File: src/rtl/muxnway_rr_if.sv
// Bundle for the N-way selector: per-channel input handshake, select/mode controls,
// the registered output handshake, and the round-robin pointer for observation.
interface muxnway_rr_if #(
  parameter int WIDTH = 16,
  parameter int N     = 8,
  parameter int SELW  = $clog2(N)
);
  logic [N*WIDTH-1:0] in_data;
  logic [N-1:0]       in_valid;
  logic [N-1:0]       in_ready;
  logic [SELW-1:0]    sel;
  logic               rr_en;
  logic [WIDTH-1:0]   out_data;
  logic [SELW-1:0]    out_sel;
  logic               out_valid;
  logic               out_ready;
  logic [SELW-1:0]    dbg_ptr;

  // Handshake: a word moves across a port on a rising edge when valid and ready are
  // both high. Valid never depends on ready; in_ready is combinational from
  // in_valid/sel/rr_en/out_ready and the block state.
  modport master (
    output in_data, in_valid, sel, rr_en, out_ready,
    input  in_ready, out_data, out_sel, out_valid, dbg_ptr
  );

  modport slave (
    input  in_data, in_valid, sel, rr_en, out_ready,
    output in_ready, out_data, out_sel, out_valid, dbg_ptr
  );
endinterface

File: src/rtl/muxnway_rr.sv
// N-way WIDTH-bit selector feeding a one-entry output register; channel chosen by a
// fixed index or by round-robin starting after the last RR-granted channel.
module muxnway_rr #(
  parameter int WIDTH = 16,
  parameter int N     = 8,
  parameter int SELW  = $clog2(N)
) (
  input  logic          clk,
  input  logic          reset,
  muxnway_rr_if.slave   bus
);

  localparam logic [SELW:0]   N_CNT    = (SELW+1)'(N);
  localparam logic [SELW-1:0] PTR_INIT = SELW'(N - 1);

  logic [WIDTH-1:0] out_data_q, out_data_d;
  logic [SELW-1:0]  out_sel_q, out_sel_d;
  logic             out_valid_q, out_valid_d;
  logic [SELW-1:0]  ptr_q, ptr_d;

  logic             load_en;
  logic             sel_in_range;
  logic [SELW:0]    cand;
  logic             rr_hit;
  logic [SELW-1:0]  rr_idx;
  logic             grant_vld;
  logic [SELW-1:0]  grant_idx;
  logic [WIDTH-1:0] grant_data;
  logic             xfer;
  logic [N-1:0]     in_ready_w;

  always_comb begin
    load_en      = !out_valid_q || bus.out_ready;
    sel_in_range = ({1'b0, bus.sel} < N_CNT);

    // Search ptr+1 .. ptr+N modulo N; the last step revisits ptr itself.
    cand   = '0;
    rr_hit = 1'b0;
    rr_idx = '0;
    for (int k = 1; k <= N; k++) begin
      cand = {1'b0, ptr_q} + (SELW+1)'(k);
      if (cand >= N_CNT) cand = cand - N_CNT;
      if (!rr_hit && bus.in_valid[cand[SELW-1:0]]) begin
        rr_hit = 1'b1;
        rr_idx = cand[SELW-1:0];
      end
    end

    if (bus.rr_en) begin
      grant_vld = rr_hit;
      grant_idx = rr_idx;
    end else begin
      grant_vld = sel_in_range && bus.in_valid[bus.sel];
      grant_idx = bus.sel;
    end

    // Reset masks the grant so nothing is consumed from a channel during reset.
    xfer = load_en && grant_vld && !reset;

    in_ready_w = '0;
    grant_data = '0;
    for (int i = 0; i < N; i++) begin
      if (grant_idx == SELW'(i)) begin
        in_ready_w[i] = xfer;
        grant_data    = bus.in_data[i*WIDTH +: WIDTH];
      end
    end

    out_data_d  = out_data_q;
    out_sel_d   = out_sel_q;
    out_valid_d = out_valid_q;
    ptr_d       = ptr_q;
    if (xfer) begin
      out_data_d  = grant_data;
      out_sel_d   = grant_idx;
      out_valid_d = 1'b1;
      if (bus.rr_en) ptr_d = grant_idx;
    end else if (out_valid_q && bus.out_ready) begin
      out_valid_d = 1'b0;
    end
  end

  always_ff @(posedge clk) begin
    if (reset) begin
      out_data_q  <= '0;
      out_sel_q   <= '0;
      out_valid_q <= 1'b0;
      ptr_q       <= PTR_INIT;
    end else begin
      out_data_q  <= out_data_d;
      out_sel_q   <= out_sel_d;
      out_valid_q <= out_valid_d;
      ptr_q       <= ptr_d;
    end
  end

  assign bus.in_ready  = in_ready_w;
  assign bus.out_data  = out_data_q;
  assign bus.out_sel   = out_sel_q;
  assign bus.out_valid = out_valid_q;
  assign bus.dbg_ptr   = ptr_q;

endmodule
File: src/flat_wrapper.sv
// flat-port wrapper written by rule: the top's interface ports become plain ports
module muxnway_rr_flat 
#(
  parameter int WIDTH = 16,
  parameter int N     = 8,
  parameter int SELW  = $clog2(N)
)
  (clk, reset, bus_in_data, bus_in_valid, bus_sel, bus_rr_en, bus_out_ready, bus_in_ready, bus_out_data, bus_out_sel, bus_out_valid, bus_dbg_ptr);
  muxnway_rr_if #(.WIDTH(WIDTH), .N(N), .SELW(SELW)) bus_i ();
  input  logic clk;
  input  logic reset;
  input wire logic [$bits(bus_i.in_data)-1:0] bus_in_data;
  input wire logic [$bits(bus_i.in_valid)-1:0] bus_in_valid;
  input wire logic [$bits(bus_i.sel)-1:0] bus_sel;
  input wire logic [$bits(bus_i.rr_en)-1:0] bus_rr_en;
  input wire logic [$bits(bus_i.out_ready)-1:0] bus_out_ready;
  output wire logic [$bits(bus_i.in_ready)-1:0] bus_in_ready;
  output wire logic [$bits(bus_i.out_data)-1:0] bus_out_data;
  output wire logic [$bits(bus_i.out_sel)-1:0] bus_out_sel;
  output wire logic [$bits(bus_i.out_valid)-1:0] bus_out_valid;
  output wire logic [$bits(bus_i.dbg_ptr)-1:0] bus_dbg_ptr;
  assign bus_i.in_data = bus_in_data;
  assign bus_i.in_valid = bus_in_valid;
  assign bus_i.sel = bus_sel;
  assign bus_i.rr_en = bus_rr_en;
  assign bus_i.out_ready = bus_out_ready;
  assign bus_in_ready = bus_i.in_ready;
  assign bus_out_data = bus_i.out_data;
  assign bus_out_sel = bus_i.out_sel;
  assign bus_out_valid = bus_i.out_valid;
  assign bus_dbg_ptr = bus_i.dbg_ptr;
  muxnway_rr #(.WIDTH(WIDTH), .N(N), .SELW(SELW)) u_core (.clk(clk), .reset(reset), .bus(bus_i));
endmodule
File: config.mk
export PLATFORM = sky130hd
export DESIGN_NAME = muxnway_rr_flat
export DESIGN_NICKNAME = d
export VERILOG_FILES = /design/src/rtl/muxnway_rr_if.sv /design/src/rtl/muxnway_rr.sv /design/src/flat_wrapper.sv
export SDC_FILE = /design/constraint.sdc
export NUM_CORES = 1
export LEC_CHECK = 0
export BUFFER_PORTS_ARGS = -buffer_cell sky130_fd_sc_hd__buf_2
export CORE_MARGIN = 2
export CORE_UTILIZATION = 43
export CTS_CLUSTER_DIAMETER = 60
export DETAILED_ROUTE_END_ITERATION = 8
export GPL_TIMING_DRIVEN = 0
export PLACE_DENSITY = 0.79
export SLEW_MARGIN = 20
export SYNTH_ARGS = -nofsm -noshare
export SYNTH_HDL_FRONTEND = slang
export SYNTH_SLANG_ARGS = --single-unit
File: constraint.sdc
create_clock -name clk -period 4.38 [get_ports clk]
set_input_delay 0.657 -clock clk [delete_from_list [all_inputs] [get_ports clk]]
set_output_delay 0.657 -clock clk [all_outputs]
set_load 0.005 [all_outputs]
# Word level (Yosys, flattened, before mapping)
# Cells that the tools add are included.
# totals
regBits,23
latch_bits,0
ramBits,0
romBits,0
n_memories,0
# op_classes
addsub,16
multipliers,0
n_div,0
order_cmp,17
eq_ne,7
n_shift,0
mux,62
n_bitwise,0
n_reduce_logical,23
# op_table
op,n
$mux 16,8
$mux 3,17
$lt 3x4->1 const B,9
$ge 4x4->1 const B,8
$mux 1,28
$bmux 1 s3,9
$sub 3x1->3 const B,8
$add 3x3->4 const B,4
$eq 3x3->1 const B,4
$logic_and 1x1->1,10
$logic_not 1->1,9
$add 3x2->4 const B,2
$eq 3x2->1 const B,2
$add 3x1->4 const B,1
$add 3x4->4 const B,1
$eq 3x1->1 const B,1
$logic_not 3->1,1
$reduce_and 2->1,1
$reduce_bool 2->1,1
$logic_or 1x1->1,1

# Depth between registers and ports, before layout
# logic_depth
depth_word,37
ltp_mapped,18
mapped_depth_nobuf,12

# Worst setup path after synthesis
# No wires, ideal clock.
# synth_timing
kind,reg-to-output
from,reg u_core.ptr_q[1] (netlist: u_core.bus.dbg_ptr[1])
to,out bus_in_ready[7]
arrival_ps,3762
required_ps,3723
setup_slack_ps,-39
path_stages_with_launch,17
path_buffers,5
path_cell_list,dfxtp_1 -> buf_2 -> buf_2 -> inv_1 -> ha_1 -> buf_4 -> mux2i_1 -> mux2i_1 -> o221ai_4 -> a21oi_1 -> o32a_1 -> o221ai_2 -> nand3_1 -> or3_1 -> buf_2 -> buf_4 -> inv_1
# synth_via
elab_chain_cells,31
elab_cells_between_ends,84
# synth_rtl
element,line,source
"start, declared",muxnway_rr.sv:19,"logic [SELW-1:0] ptr_q, ptr_d;"
"start signal, assigned",muxnway_rr.sv:93,ptr_q <= ptr_d;
branches (longest 30 deep; another with $add 3x1->4),n/a,
$mux 1 (*),muxnway_rr.sv:63,if (grant_idx == SELW'(i)) begin
"end, declared",flat_wrapper.sv:17,output wire logic [$bits(bus_i.in_ready)-1:0] bus_in_ready;
# Every way passes the cells marked *. The select of a mux whose other input is x is not followed.

# Worst setup path after layout
# layout_timing
from,reg u_core.ptr_q[1] (netlist: u_core.bus.dbg_ptr[1])
to,out bus_in_ready[3]
# Same word-level chain as after synthesis.

==> run_results.csv <==
group,metric,value,unit
outcome,status,"complete, no violations",
placed_design,place_hpwl,10.8,mm
floorplan,core.rowCount,32,
synth,synth_top_area_share,13.5,%
cells_and_area,layout-area-overhead-vs-synth,54.4,%
timing,final_hold_viol_count,0,
timing,final_cycle_utilization_of_the_critical_path,99.2,%
clocking,cts_tree,"yes",
timing,grt_setup_unrepaired,"true",
global_routing,grt_util_all_layers,31.6,%
worst_setup_path,critPathKind,"register to output port",
global_routing,groute.layer.met2.usage,55.3,%
routing,ant_nets,0,
timing,maxClockFrequency,230,MHz
clocking,root_buffer,"sky130_fd_sc_hd__clkbuf_8",
cells_and_area,instances_no_fill,745,
synth,yosys_reg_bits,23,
timing,final_period_minus_worst_setup_slack,4350,ps
clocking,clkLatencyLatePin,280,ps
synth,dominantRegCellSynth,"sky130_fd_sc_hd__dfxtp_1",
placed_design,place_congestion,0.974,
clocking,cts.sink_count,23,
global_routing,grt.busiest_layer,"met2",
routing,detail_route.wl_per_cell,21.0,um
cells_and_area,num-nets-final,789,
routing,detailedRoute.firstIterationViolations,451,
global_routing,grt_pass1_vias,4350,
synth,netlist.top_cell.by_area,"sky130_fd_sc_hd__dfxtp_1",
clocking,clk_pin_slew_worst_paths,80,ps
routing,firstDrtPassIters,8,
worst_setup_path,setup.worst_path.start_class,"register",
synth,synthesized_area,0.00341,sq mm
global_routing,grt_antenna_before_repair,0,
global_routing,global_route.overflow_total,0,
timing,timing_worst_slew_pin_value,797,ps
cells_and_area,utilization,68.4,%
floorplan,floorplan.die.width,93.0,um
placed_design,io_buffer_count,172,
clocking,ctsHtreeMaxLevel,1,
placed_design,numPlacedInstances,700,
worst_setup_path,largest_driver_fanout_on_the_critical_path,10,
clocking,cts_made_buffers,3,
floorplan,area_of_the_die,0.00865,sq mm
synth,synth_top_area_cells,"sky130_fd_sc_hd__dfxtp_1 14%, sky130_fd_sc_hd__mux4_2 7.9%, sky130_fd_sc_hd__o221ai_2 5.3%, sky130_fd_sc_hd__nor2_1 5.0%, sky130_fd_sc_hd__o21ai_0 4.7%",
timing,setup_viol,0,
timing,maxSlewHeadroom,46.9,%
synth,postSynth.asyncResetShare,0,%
worst_hold_path,hold_path_class,"register to register",
synth,synth_cell_type_count,65,
power,max-vdd-ir-drop,145,uV
global_routing,grt_pass1_wl,21.7,mm
worst_setup_path,endpoint_kind,"output port",
global_routing,grt_use_met1,39.6,%
floorplan,placeableCoreArea,0.00769,sq mm
synth,number_of_enable_flip_flop_cells_after_synthesis,0,
floorplan,chipHeight,93.0,um
routing,routed-via-count,4854,
routing,route.detailed.drc,0,
global_routing,grt_max_degree,19,
job,max_cap_violations,0,
cells_and_area,layout-drive-gt1-share,53.7,%
floorplan,initial_core_util,44.3,%
floorplan,io_pins,174,
timing,final.setup_skew,16.2,ps
routing,route.detailed.vias_per_inst,6.52,
worst_setup_path,critPathRequiredTime,3720,ps
synth,syn-num-nets,571,
cells_and_area,num_antenna_cells,0,
power,power.static_leakage,2.26,nW
timing,timing_max_transition_violations_final,0,
synth,ys_warn_count,0,
power,power-per-cell-area,297,mW/mm^2
clocking,clock_tree.buffer_depth,2,
synth,ys_seq_area_share,13.5,%
synth,synthesis.instances,426,
worst_setup_path,worst_ep_arrival_time,3690,ps
synth,postSynthAreaPerCell,7.99,sq um
routing,drt-total-wl,15.6,mm
global_routing,grt_use_met3,4.11,%
==> metrics by stage <==
step / setup TNS, ps / instance area (sq um) / power, mW / setup WS (ps) / hold WS [ps]
after floorplan: 0 / 3410 / 0.835 / 27.9 / 484
after global placement: -9460 / 4400 / 1.07 / -642 / 489
final: 0 / 5260 / 1.56 / 33.1 / 501
after global routing: -677 / 5260 / 1.63 / -78.5 / 523
after CTS: 0 / 4950 / 1.39 / 7.87 / 503
after detailed placement: -12460 / 4400 / 1.09 / -744 / 492
==> critical path: stages, from the launching register on <==
cell                         delay, ps
sky130_fd_sc_hd__dfxtp_4           370
sky130_fd_sc_hd__buf_8             100
sky130_fd_sc_hd__buf_12             90
sky130_fd_sc_hd__clkinvlp_4        120
sky130_fd_sc_hd__ha_4              330
sky130_fd_sc_hd__buf_12            150
sky130_fd_sc_hd__mux2i_4           270
sky130_fd_sc_hd__buf_4             150
sky130_fd_sc_hd__buf_4              90
sky130_fd_sc_hd__and2_1            140
sky130_fd_sc_hd__o21ai_0           110
sky130_fd_sc_hd__a211oi_1          270
sky130_fd_sc_hd__o2111ai_1         230
sky130_fd_sc_hd__mux2_4            350
sky130_fd_sc_hd__nand2_4           120
sky130_fd_sc_hd__buf_8             150
sky130_fd_sc_hd__nand2_4            70
sky130_fd_sc_hd__nor3_1            140
sky130_fd_sc_hd__buf_2             140
==> Yosys cell counts (10+ instances only) <==
library cell and instances:
sky130_fd_sc_hd__nor3_1 27, sky130_fd_sc_hd__nand2_1 16, sky130_fd_sc_hd__nor2_1 45, sky130_fd_sc_hd__mux2i_1 14
sky130_fd_sc_hd__and2_1 19, sky130_fd_sc_hd__o22ai_1 17, sky130_fd_sc_hd__o221ai_2 12, sky130_fd_sc_hd__nand4_1 15
sky130_fd_sc_hd__mux2_2 12, sky130_fd_sc_hd__buf_2 14, sky130_fd_sc_hd__o21ai_0 32, sky130_fd_sc_hd__mux4_2 12
sky130_fd_sc_hd__a2111oi_2 10, sky130_fd_sc_hd__clkbuf_1 20, sky130_fd_sc_hd__nand3_1 27, sky130_fd_sc_hd__dfxtp_1 23
==> area by class of cell <==
cell class	count	area, sq um
buffer	36	256
clock buffer	4	45.0
tap	102	128
inverter	8	33.8
fill	616	2430
multi-input combinational	353	3080
sequential	23	464
timing repair buffer	219	1250
==> placed cells by master (no fill, tap or decap), types with 7 or more instances in the layout <==
cell / netlist / final
sky130_fd_sc_hd__mux4_2: 12 / 12
sky130_fd_sc_hd__nand2_1: 16 / 11
sky130_fd_sc_hd__o22ai_1: 17 / 17
sky130_fd_sc_hd__buf_4: 6 / 45
sky130_fd_sc_hd__nor2_1: 45 / 41
sky130_fd_sc_hd__o221ai_2: 12 / 10
sky130_fd_sc_hd__buf_2: 14 / 179
sky130_fd_sc_hd__a2111oi_2: 10 / 10
sky130_fd_sc_hd__mux2i_1: 14 / 8
sky130_fd_sc_hd__dfxtp_1: 23 / 22
sky130_fd_sc_hd__mux2_2: 12 / 9
sky130_fd_sc_hd__clkbuf_1: 20 / 17
sky130_fd_sc_hd__nand4_1: 15 / 15
sky130_fd_sc_hd__nand3_1: 27 / 26
sky130_fd_sc_hd__a21oi_1: 8 / 7
sky130_fd_sc_hd__and2_1: 19 / 18
sky130_fd_sc_hd__o21ai_0: 32 / 31
sky130_fd_sc_hd__o21ai_1: 9 / 9
sky130_fd_sc_hd__nor3_1: 27 / 22
==> worst paths after layout <==
check,from,depth (start not counted),to,slack (ps)
max reg2reg,u_core.bus.dbg_ptr[1],20,u_core.bus.out_data[12],60
min reg2reg,u_core.bus.out_sel[1],2,u_core.bus.out_sel[1],500
max,u_core.bus.dbg_ptr[1],18,bus_in_ready[3],30
min,u_core.bus.out_sel[1],2,u_core.bus.out_sel[1],500
==> where the power goes <==
| part | internal, mW | switching [mW] |
|---|---|---|
| sequential | 0.237 | 0.0183 |
| combinational | 0.527 | 0.637 |
| clock | 0.0653 | 0.0771 |
| total | 0.830 | 0.732 |
==> registers in the layout, summed over array words and instances (netlist names) <==
register	flops
u_core.bus.out_sel	3
u_core.bus.dbg_ptr	3
u_core.bus.out_valid	1
u_core.bus.out_data	16
==> kinds of logic after synthesis <==
family	Yosys count	share of synthesized area (%)
XOR/XNOR	5	2.17
adder cells (fa/ha/maj)	2	0.735
AND/OR/NAND/NOR	172	26.0
multiplexers	38	16.0
flip-flops	23	13.5
AO/OA/AOI/OAI	136	34.4
buffers and inverters	50	7.13
==> routing by layer <==
metal / wire length [um] / share of wire [%]
met1: 5650 / 36
met2: 7890 / 50
met3: 1340 / 8.6
met4: 761 / 4.9
met5: 0 / 0
==> what timing repair did <==
item,CTS,global route
resized for setup,65,39
setup buffers,25,22
hold buffers,0,0
setup endpoints to repair,25,19
pin swaps,13,24
(Power assumes the default switching activity.)
